===== src/rtl/fifo_param.sv =====
// Parametrised single-clock FIFO with exact occupancy count, almost-full/empty
// thresholds and overflow/underflow pulses. Define FIFO_FWFT_EN for first-word fall-through.
module fifo_param #(
  parameter int unsigned DWIDTH   = 8,
  parameter int unsigned AWIDTH   = 4,
  parameter int unsigned AF_LEVEL = 2**AWIDTH - 2,
  parameter int unsigned AE_LEVEL = 2
) (
  input  logic              clock,
  input  logic              reset_n,
  input  logic [DWIDTH-1:0] data_in,
  input  logic              wr_en,
  input  logic              rd_en,
  output logic [DWIDTH-1:0] data_out,
  output logic              data_valid,
  output logic              f_full,
  output logic              f_empty,
  output logic              almost_full,
  output logic              almost_empty,
  output logic [AWIDTH:0]   count,
  output logic              overflow,
  output logic              underflow
);

  localparam int unsigned     DEPTH   = 2**AWIDTH;
  localparam logic [AWIDTH:0] DEPTH_C = (AWIDTH+1)'(DEPTH);

  logic [DWIDTH-1:0] mem_q [DEPTH];

  logic [AWIDTH-1:0] wr_ptr_q, wr_ptr_d;
  logic [AWIDTH-1:0] rd_ptr_q, rd_ptr_d;
  logic [AWIDTH:0]   count_q, count_d;
  logic              overflow_q, overflow_d;
  logic              underflow_q, underflow_d;
  logic              rd_ok, wr_ok;

  assign f_empty      = (count_q == '0);
  assign f_full       = (count_q == DEPTH_C);
  assign almost_full  = (32'(count_q) >= AF_LEVEL);
  assign almost_empty = (32'(count_q) <= AE_LEVEL);
  assign count        = count_q;
  assign overflow     = overflow_q;
  assign underflow    = underflow_q;

  // A full FIFO still accepts a write when the same cycle frees a slot;
  // an empty FIFO never serves a read, even alongside a write.
  always_comb begin
    rd_ok       = rd_en && !f_empty;
    wr_ok       = wr_en && (!f_full || rd_en);
    wr_ptr_d    = wr_ptr_q;
    rd_ptr_d    = rd_ptr_q;
    count_d     = count_q;
    overflow_d  = wr_en && f_full && !rd_en;
    underflow_d = rd_en && f_empty;
    if (wr_ok) wr_ptr_d = wr_ptr_q + 1'b1;
    if (rd_ok) rd_ptr_d = rd_ptr_q + 1'b1;
    case ({wr_ok, rd_ok})
      2'b10:   count_d = count_q + 1'b1;
      2'b01:   count_d = count_q - 1'b1;
      default: count_d = count_q;
    endcase
  end

  always_ff @(posedge clock or negedge reset_n) begin
    if (!reset_n) begin
      wr_ptr_q    <= '0;
      rd_ptr_q    <= '0;
      count_q     <= '0;
      overflow_q  <= 1'b0;
      underflow_q <= 1'b0;
    end else begin
      wr_ptr_q    <= wr_ptr_d;
      rd_ptr_q    <= rd_ptr_d;
      count_q     <= count_d;
      overflow_q  <= overflow_d;
      underflow_q <= underflow_d;
    end
  end

  always_ff @(posedge clock) begin
    if (wr_ok) mem_q[wr_ptr_q] <= data_in;
  end

`ifdef FIFO_FWFT_EN
  assign data_out   = f_empty ? '0 : mem_q[rd_ptr_q];
  assign data_valid = !f_empty;
`else
  logic [DWIDTH-1:0] data_out_q, data_out_d;
  logic              data_valid_q, data_valid_d;

  always_comb begin
    data_out_d   = data_out_q;
    data_valid_d = 1'b0;
    if (rd_ok) begin
      data_out_d   = mem_q[rd_ptr_q];
      data_valid_d = 1'b1;
    end
  end

  always_ff @(posedge clock or negedge reset_n) begin
    if (!reset_n) begin
      data_out_q   <= '0;
      data_valid_q <= 1'b0;
    end else begin
      data_out_q   <= data_out_d;
      data_valid_q <= data_valid_d;
    end
  end

  assign data_out   = data_out_q;
  assign data_valid = data_valid_q;
`endif

endmodule

===== config.mk =====
export PLATFORM = sky130hd
export DESIGN_NAME = fifo_param
export DESIGN_NICKNAME = d
export VERILOG_FILES = /design/src/rtl/fifo_param.sv
export SDC_FILE = /design/constraint.sdc
export NUM_CORES = 1
export LEC_CHECK = 0
export BUFFER_PORTS_ARGS = -buffer_cell sky130_fd_sc_hd__buf_4
export CORE_ASPECT_RATIO = 1.5
export CORE_MARGIN = 2
export CORE_UTILIZATION = 45
export CTS_CLUSTER_DIAMETER = 50
export DETAILED_ROUTE_END_ITERATION = 8
export SLEW_MARGIN = 20
export SYNTH_ARGS = -nofsm -noshare
export SYNTH_HDL_FRONTEND = slang
export SYNTH_SLANG_ARGS = --single-unit

===== constraint.sdc =====
create_clock -name clock -period 3.2 [get_ports clock]
set_clock_uncertainty 0.2 [all_clocks]
set_input_delay 0.48 -clock clock [delete_from_list [all_inputs] [get_ports clock]]
set_output_delay 0.48 -clock clock [all_outputs]
set_load 0.1 [all_outputs]

# Yosys cells after proc, flatten, opt, wreduce, memory -nomap -nowiden
# Memories as Yosys holds them, arrays and structs flattened. A register that Yosys moved wholly into a read port is not among the register bits.
# Cells that the tools add are included.
# totals
register_bits	16
elab_cells	32
n_memories	1
inputBits	12
output_inout_bits	20
ramBits	128
# classes
n_addsub	4
order_cmp	2
n_reduce_logical	12
eq_ne	3
mux	4
# mem_list
name	words	width	rd	rd_clocked_by_memory_dff	wr	line_no	source
mem_q	16	8	1	1	1	28	logic [DWIDTH-1:0] mem_q [DEPTH];
# ops
op	count
5-bit case mux with 2 select lines	1
4-bit by 1-bit adder with 4-bit output, second input constant	2
5-bit by 1-bit adder with 5-bit output, second input constant	1
5-bit equality test, second input constant	1
5-bit by 4-bit greater-or-equal comparator with 1-bit output, second input constant	1
5-bit by 2-bit <= comparator with 1-bit output, second input constant	1
1-bit logical AND	5
5-bit logical NOT	1
5-bit by 1-bit subtractor with 5-bit output, second input constant	1
1-bit logical NOT	4
1-bit 2-to-1 mux	3
2-bit by 1-bit equality test with 1-bit output, second input constant	1
2-bit equality test, second input constant	1
2-bit nonzero test	1
1-bit logical OR	1

# Longest topological paths before layout
# logic_depth
ltp_word	6
ltp_mapped	14
depth_no_buf	10

# Worst setup path before layout
# Ideal clock, no wire load.
# synth_timing
path_type	reg-to-output
from	reg count_q[1] (netlist: count[1])
to	out almost_empty
t_arrival_ps	5776
setup_slack_ps	-3256
path_stages_with_launch	3
t_required_ps	2520
path_buffers	1
cell_sequence	dfrtp_1 > clkbuf_1 > a2111oi_0
# synth_between
elab_chain_cells	1
# synth_rtl
element	line_no	source
start: declaration	32	logic [AWIDTH:0] count_q, count_d;
start signal: assignment	74	count_q <= count_d;
5-bit by 2-bit <= comparator with 1-bit output	40	assign almost_empty = (32'(count_q) <= AE_LEVEL);
end: declaration	19	output logic almost_empty,
# Every way passes these cells.

# Final worst setup path
# layout_timing
from	reg count_q[2] (netlist: count[2])
to	reg count_q[4] (netlist: count[4])
# layout_between
elab_chain_cells	6
word_cells_on_any_way	13
cone_classes	add/sub: 2; eq/ne: 3; mux: 1; reduce/logical: 7
# layout_rtl
element	line_no	source
5-bit equality test	38	assign f_full = (count_q == DEPTH_C);
1-bit logical NOT	49	wr_ok = wr_en && (!f_full || rd_en);
1-bit logical OR	49	
1-bit logical AND	49	
2-bit by 1-bit equality test with 1-bit output or 2-bit equality test (tied branches)	57	case ({wr_ok, rd_ok})
5-bit case mux with 2 select lines or 2-bit nonzero test (tied branches)	--	
# Parallel ways exist; a longest one is shown, timed or not.
# A chain may end at the register's enable or synchronous reset.

==> metrics.txt <==
status=complete, no violations; Unique masters post-synth=41; Post-Synth Simple-Gate Area=0.0436; register area=0.00445 mm2; Max-slew headroom=0.306; Final Non-Filler Cells=547; NumNets Final=393; Fillers=1035; antenna-violating nets left=0; routed len/inst=22.1 um; sequential fraction of the synthesis area=0.717; Synth Cell Area=0.00620 mm2; post-synth top area share=0.620; leak pwr=2.46 nW; Max-Cap Viols=0; Tightest Hold Check Type=in -> reg; grt total ovfl=0; number of buffers added on ports=31; Cell Chain, Critical Path=or3_1, o31a_1, clkinv_4, ha_1, buf_4, ha_1, o211a_1, or4_1, nand3_1, nor3b_1; syn_nets=352; Final HPWL DP=7920 um; Power Dens Cells=1010 mW/mm2; count of final hold-check violations=0; Adder-Cell Fraction of Synth Area=0.0182; Tightest Pin Transition=1.04 ns; die area=0.0147 mm2; RSZ-0062 raised after global routing=false; final worst slack=0.220 ns; Final Util=0.540; fin area=0.00727 mm2; largest family of logic cells by synthesized area=multiplexers; Starting Density=0.460; crit path max fanout=11; # Post-CTS Setup Buffers=0; CP max stage cell=dfrtp_4; clk slew on worst S/H paths=0.06 ns; core area=0.0135 mm2; YS warnings=0; Inserted Diodes=0; Worst EP arrival=3.08 ns; setup slack after placement=0.224 ns; mean post-synth cell area=18.7 um2; synth top area cells=edfxtp_1, mux4_2, dfrtp_1; Sink Count=152; Post-DP Area=0.00666 mm2; Syn Inst Count=331; TritonCTS clock tree=yes; vias=3100; total power=7.35 mW; Worst setup SP type=register; first-pass GRT wire length=18600 um; vias in the first global route=3271; Die Span Y=148 um; overall routing resource usage=0.177; post-synthesis xor/xnor area fraction=0.0141; Multi-input gate area=0.00163 mm2; fmax=0.336 GHz; post-CTS sizing=0; placed cells=514; Final GP Congestion=0.772; Num CTS Buffers=17; Tcrit/Tclk final=0.931; Slew Limit Fails=0; critical path class=reg -> reg; CTS H-tree depth=4; Synth Register Bits=152; largest net degree at the start of global routing=25; most area-hungry cell type in the Yosys netlist=edfxtp_1; Final setup viols=0; compound-cell area share of the yosys netlist=0.0438; Setup crit end kind=register; initial drt markers=226; root buffer cell=clkbuf_16; num rows=52; initial antenna violation count=0; Vias/cell=5.67; Worst-Skew Late Latency=0.42 ns; Die X-Extent=99.8 um; Crit path top cell by count=ha_1; Boundary Pins=32; Residual DRC=0; Peak supply drop=0.488 mV; multiplexer area fraction after synthesis=0.134; Routed WL=12100 um; First-pass DRT Iterations=4; hold_buf cts=1; Final min period=2.98 ns; Area Growth Syn to Fin=17.3%; critical path required time=3.30 ns; Max stage delay on crit path=0.53 ns; share of cells above drive strength 1=0.345; maximum buffer depth of the clock tree=2
[layer usage]
metal  GRT usage  wire [um]  vias to the layer above  share of wire
met1       0.218       5070                     1604           0.42
li1            -          -                     1408              -
met2       0.303       6450                       69           0.53
met4      0.0623        240                        0          0.020
met3      0.0430        356                       19          0.029
met5           0          0                        -              0
[sequential cells by signal, summed over array words and instances (netlist names)]
| name | cells |
|---|---|
| mem_q | 128 |
| data_out | 8 |
| count | 5 |
| rd_ptr_q | 4 |
| wr_ptr_q | 4 |
| data_valid | 1 |
| overflow | 1 |
| underflow | 1 |
[synthesized netlist by cell type (all sizes together)]
master / instances
o211a: 1
o21ai: 5
o31a: 2
or3: 1
nand2: 4
nor3b: 3
nor4: 6
mux2: 10
xnor2: 6
o22ai: 16
xor2: 4
nor2: 12
and3b: 1
nand3: 2
a21boi: 1
nand4: 2
dfrtp: 24
clkinv: 1
or2: 1
clkbuf: 8
a31o: 1
a21oi: 10
a32oi: 1
nor3: 1
ha: 9
a2111oi: 1
and2: 6
or4: 1
inv: 7
buf: 14
nand2b: 5
o311ai: 1
nor2b: 2
edfxtp: 128
nand3b: 1
a311oi: 1
mux4: 32
[per-stage QoR]
stage / hold WS, ns / TNS [ns]
2_1_floorplan: -0.0156 / -0.718
3_3_place_gp: 0.218 / 0
3_5_place_dp: 0.223 / 0
4_1_cts: 0.0700 / 0
5_1_grt: 0.0820 / 0
6_report: 0.0856 / 0
[placed cells by master (no fill, tap or decap), types with 2 or more instances in the layout]
cell type   netlist  routed
nand4_1           2       2
xor2_1            4       4
nor3b_1           2       2
mux2_2           10      10
mux4_2           32      32
ha_1              9       8
o22ai_1          16      16
clkinvlp_4        0       4
buf_4             3      41
nor2b_1           2       2
nor4_1            6       2
nand2b_1          5       5
inv_1             7       7
edfxtp_1        128     128
o31a_1            2       2
bufinv_16         0       2
xnor2_1           6       6
nor4_2            0       2
nor2_1           12      12
inv_6             0       5
o21ai_0           5       5
nand3_1           2       2
and2_1            6       6
buf_12            0       2
dfrtp_1          24      19
a21oi_1          10      10
dfrtp_2           0       4
nand2_1           4       4
clkinv_4          1       3
nor4_4            0       2
clkbuf_16         0      17
[layout make-up]
type                            instances  share of cell area
Tap cell                              162              0.0279
Multi-Input combinational cell        149               0.224
Inverter                                8             0.00482
Sequential cell                       152               0.612
Timing Repair Buffer                   44              0.0492
Clock buffer                           18              0.0590
Clock inverter                         14              0.0224
[worst max-delay path, delay by kind of cell, from the launching register on]
family | cells | cell delay, ns
AO/OA/AOI/OAI | 2 | 0.48
adder cells (fa/ha/maj) | 2 | 0.45
buffers and inverters | 2 | 0.28
flip-flops | 1 | 0.53
AND/OR/NAND/NOR | 4 | 0.92
[power by group]
group	internal (mW)	switching, mW
Sequential	2.47	0.367
Combinational	0.979	1.55
Clock	1.17	0.824
Total	4.61	2.74
[path summary, 6_finish.rpt]
kind | slack [ns] | startpoint | depth (start not counted) | to
worst max register to register | 0.22 | count[2] | 10 | count[4]
max in group asynchronous | 2.18 | reset_n | 2 | count[2]
worst min-delay path | 0.09 | rd_en | 2 | overflow
min in group asynchronous | 0.32 | reset_n | 2 | wr_ptr_q[2]
worst min register to register | 0.39 | data_out[5] | 2 | data_out[5]
worst max-delay path | 0.22 | count[2] | 10 | count[4]
[logic make-up after synthesis]
logic type               count (synthesis)
adder cells (fa/ha/maj)                  9
flip-flops                             152
buffers and inverters                   30
multiplexers                            42
AND/OR/NAND/NOR                         48
AO/OA/AOI/OAI                           40
XOR/XNOR                                10
No activity file was read; power rests on OpenSTA's default activity.
